### src/rtl/seg_reg_hs.sv
// Pipeline segment register with valid/ready handshake, flush, optional
// two-entry skid buffer, and saturating stall/flush statistics.
module seg_reg_hs #(
  parameter int                DATA_W    = 32,
  parameter int                SKID      = 1,
  parameter logic [DATA_W-1:0] CLR_VALUE = {DATA_W{1'b0}},
  parameter int                CNT_W     = 16
) (
  input  logic              clk_i,
  input  logic              rst_i,
  input  logic              in_valid_i,
  output logic              in_ready_o,
  input  logic [DATA_W-1:0] in_data_i,
  output logic              out_valid_o,
  input  logic              out_ready_i,
  output logic [DATA_W-1:0] out_data_o,
  input  logic              flush_i,
  output logic [1:0]        occupancy_o,
  output logic [CNT_W-1:0]  stall_cnt_o,
  output logic [CNT_W-1:0]  flush_cnt_o
);

  typedef enum logic [1:0] {
    EMPTY = 2'd0,
    ONE   = 2'd1,
    TWO   = 2'd2
  } state_e;

  localparam logic [CNT_W-1:0] CNT_MAX = {CNT_W{1'b1}};

  state_e            state_q, state_d;
  logic [DATA_W-1:0] main_q, main_d;
  logic [DATA_W-1:0] skid_q, skid_d;
  logic [CNT_W-1:0]  stall_q, flush_q;
  logic              in_ready;
  logic              out_valid;
  logic              in_fire;
  logic              out_fire;

  assign out_valid = (state_q != EMPTY);
  assign out_fire  = out_valid & out_ready_i;
  assign in_fire   = in_valid_i & in_ready & ~flush_i;

  generate
    if (SKID != 0) begin : g_skid
      // in_ready is a flop here so the upstream sees no path from out_ready.
      logic in_ready_q;
      always_ff @(posedge clk_i) begin
        if (rst_i) begin
          in_ready_q <= 1'b1;
          skid_q     <= CLR_VALUE;
        end else begin
          in_ready_q <= (state_d != TWO);
          skid_q     <= skid_d;
        end
      end
      assign in_ready = in_ready_q;
    end else begin : g_noskid
      assign in_ready = ~out_valid | out_ready_i;
      assign skid_q   = CLR_VALUE;
    end
  endgenerate

  always_comb begin
    state_d = state_q;
    main_d  = main_q;
    skid_d  = skid_q;
    if (flush_i) begin
      state_d = EMPTY;
      main_d  = CLR_VALUE;
      skid_d  = CLR_VALUE;
    end else begin
      case (state_q)
        EMPTY: begin
          if (in_fire) begin
            state_d = ONE;
            main_d  = in_data_i;
          end
        end
        ONE: begin
          if (in_fire && out_fire) begin
            main_d = in_data_i;
          end else if (in_fire && (SKID != 0)) begin
            state_d = TWO;
            skid_d  = in_data_i;
          end else if (out_fire) begin
            state_d = EMPTY;
            main_d  = CLR_VALUE;
          end
        end
        TWO: begin
          // Draining the skid entry leaves it empty, so it returns to the NOP value.
          if (out_fire) begin
            state_d = ONE;
            main_d  = skid_q;
            skid_d  = CLR_VALUE;
          end
        end
        default: begin
          state_d = EMPTY;
          main_d  = CLR_VALUE;
          skid_d  = CLR_VALUE;
        end
      endcase
    end
  end

  always_ff @(posedge clk_i) begin
    if (rst_i) begin
      state_q <= EMPTY;
      main_q  <= CLR_VALUE;
    end else begin
      state_q <= state_d;
      main_q  <= main_d;
    end
  end

  always_ff @(posedge clk_i) begin
    if (rst_i) begin
      stall_q <= '0;
      flush_q <= '0;
    end else begin
      if (out_valid && !out_ready_i && (stall_q != CNT_MAX)) begin
        stall_q <= stall_q + 1'b1;
      end
      if (flush_i && (out_valid || (in_valid_i && in_ready)) && (flush_q != CNT_MAX)) begin
        flush_q <= flush_q + 1'b1;
      end
    end
  end

  assign in_ready_o  = in_ready;
  assign out_valid_o = out_valid;
  assign out_data_o  = main_q;
  assign occupancy_o = state_q;
  assign stall_cnt_o = stall_q;
  assign flush_cnt_o = flush_q;

endmodule
### config.mk
export PLATFORM = sky130hd
export DESIGN_NAME = seg_reg_hs
export DESIGN_NICKNAME = d
export VERILOG_FILES = /design/src/rtl/seg_reg_hs.sv
export SDC_FILE = /design/constraint.sdc
export NUM_CORES = 1
export LEC_CHECK = 0
export CORE_MARGIN = 3
export CORE_UTILIZATION = 55
export DETAILED_ROUTE_END_ITERATION = 16
export PLACE_DENSITY_LB_ADDON = 0.25
export SLEW_MARGIN = 20
export SYNTH_ARGS = -nofsm -noshare
export SYNTH_HDL_FRONTEND = slang
export SYNTH_SLANG_ARGS = --single-unit
### constraint.sdc
create_clock -name clk_i -period 4.7 [get_ports clk_i]
set_clock_uncertainty 0.1 [all_clocks]
set_input_delay 0.94 -clock clk_i [delete_from_list [all_inputs] [get_ports clk_i]]
set_output_delay 0.94 -clock clk_i [all_outputs]
set_load 0.01 [all_outputs]
==> out/metrics.cfg <==
[placement]
place.port_buffers=104
hpwl_mm=7.81
gp_congestion=0.806
dp.cells=690
place_ws_ns=1.02

[final_layout]
post-route-util=0.727
fin_nets=635
antennaDiodeCount=0
drive_gt1_frac=0.0616
syn2layout_area_growth_pct=26.8
fillers=640
stdcell_count=706

[setup_path]
arrival_ns=3.25
r2r_cells=5
path_max_fanout=37
crit_path_start_kind=input pin
worstPathRequired_ns=4.85
crit_path_end_kind=register
crit_type=input pin to register

[sta]
fin_hold_ws_ns=0.404
hold_viol_final=0
setup_viol=0
relSlewSlack=0.323
maxSlewViolCount=0
setup_slack_ns=1.60
tns_ns=0
rsz0062_at_grt=no
max_freq_mhz=322
min_period_ns=3.10
worst_slew_pin_slew_ns=1.02
period_share=0.660

[clock_tree]
cts.clk_slew.worst_paths_ns=0.09
clock_latency_ns=0.36
cts_resized=0
cts.htree.levels=3
cts_max_path_buffers=2
cts.sinks=99
cts_setup_buffers=0
cts_tree=yes
clockRootBuffer=clkbuf_8
holdBufCountCts=0
numCtsBuffers=9

[yosys]
synth_seq_cells=99
syn_avg_cell_area_sq_um=9.27
synth-main-ff-cell=dfxtp_1
syn-instance-count=516
synth_edf_count=0
seq_area_frac_synth=0.414
async_flop_share=0
yosysWarningCount=0
synthesis.nets=555
ys_types=52
synth_area_sq_um=4790

[floorplanning]
dieArea_sq_um=9860
die_w_um=99.3
start_util=0.574
io_pins=105
coreArea_sq_um=8340
rows=33
dieHeight_um=99.3

[drt]
viasPerCell=6.18
drc=0
postRouteAntennaNets=0
drtIter0Drc=397
wire_per_inst_um=16.9
routed_wl_mm=11.9
vias=4360
drt_first_pass_iters=8

[run_status]
status=finished, final reports clean

[global_route]
first_global_vias=4082
grt_max_degree=47
grt_overflow_total=0
track_usage=0.242
grt_pass1_wl_mm=19.9
antenna_found_initial=0

[hold_path]
hold_class=register to register
hold_path_depth=2

[pwr]
worst_ir_drop_vdd_uv=182
powerDensity_nw_per_um2=271
power_leakage_uw=0.00214

[flow_run]
drv_cap=0

cell type report:
cell class / instances / area [sq um] / area share
Timing Repair Buffer: 111 / 1090 / 0.180
Tap cell: 105 / 131 / 0.0217
Multi-Input combinational cell: 367 / 2610 / 0.429
Inverter: 8 / 30.0 / 0.00495
Sequential cell: 99 / 1980 / 0.327
Clock buffer: 11 / 141 / 0.0233
Clock inverter: 5 / 83.8 / 0.0138
routing by layer:
metal  vias to the layer above  routed length (um)  track usage  part of all wire
li1                       2085                   -            -                 -
met1                      2084                5160        0.331              0.43
met2                       172                5720        0.383              0.48
met3                        19                 836       0.0526             0.070
met4                         0                 192       0.0767             0.016
met5                         -                   0            0                 0
stage by stage:
stage               total power [uW]  area [sq um]
finish                          1640          6070
global route                    1700          6070
CTS                             1650          6060
detailed placement              1050          5840
global placement                1050          5840
floorplan                        971          4790
registers in the layout, indices dropped and copies added (netlist names):
name,cells
in_ready_o,1
skid_q,32
out_data_o,32
stall_cnt_o,16
occupancy_o,2
flush_cnt_o,16
power breakdown:
part,switching (uW),total (uW),internal [uW]
registers,8.39,857,849
clock network,291,608,317
logic,89.3,176,86.8
critical path, stage by stage:
cell and delay [ns]:
clkdlybuf4s50_1 0.57, buf_4 0.42, o22a_2 0.92, mux2i_1 0.31
nor2_1 0.08
placed cells by master, fill, tap and decap left out, drive strengths merged, types with 2 or more instances in the layout:
cell type	n
nor4bb	2
buf	7
nor2	82
o21ai	4
and3	4
clkdlybuf4s50	104
clkbuf	11
clkinvlp	2
nand2b	3
nor4	10
o31ai	10
dfxtp	99
nand3	13
nor2b	15
or2	3
nor3	3
or4	10
nand4	7
a22o	32
o41ai	3
bufinv	2
o311ai	2
a222oi	32
ha	2
inv	9
a21oi	19
nand2	11
mux2i	34
and4	2
mux2	14
and2	32
or3	3
o21a	2
synthesized netlist by cell type, drive strengths merged, types with 4 or more instances:
cell type | number | area, sq um
nand4 | 7 | 62.6
nand3 | 13 | 70.1
o31ai | 10 | 75.1
a222oi | 32 | 320
mux2 | 14 | 158
nor2b | 15 | 93.8
a22o | 32 | 280
and2 | 32 | 200
and3 | 4 | 25.0
mux2i | 34 | 340
buf | 19 | 116
clkbuf | 23 | 86.3
inv | 8 | 30.0
dfxtp | 99 | 1980
nand2 | 11 | 41.3
nor4 | 10 | 83.8
nor2 | 82 | 308
o21ai | 4 | 20.0
or4 | 10 | 75.1
a21oi | 19 | 95.1
worst paths after layout:
kind                        from  slack, ns              to
setup reg to reg  occupancy_o[1]       2.29  out_data_o[15]
hold / removal        skid_q[19]       0.40      skid_q[19]
hold reg to reg       skid_q[19]       0.40      skid_q[19]
setup / recovery     out_ready_i       1.60      skid_q[10]
kinds of logic (layout without fill, tap and decap cells):
group,count (synthesis),after routing,share of synthesized area
buffers and inverters,50,135,0.0486
DFF,99,99,0.414
adders and majority gates,2,2,0.00523
xor gates and xnor gates,1,1,0.00183
muxes,48,48,0.104
and+or+nand+nor,205,205,0.235
AOI/OAI and AO/OA,111,111,0.191
Note: power is estimated with default switching activity, not from simulation.
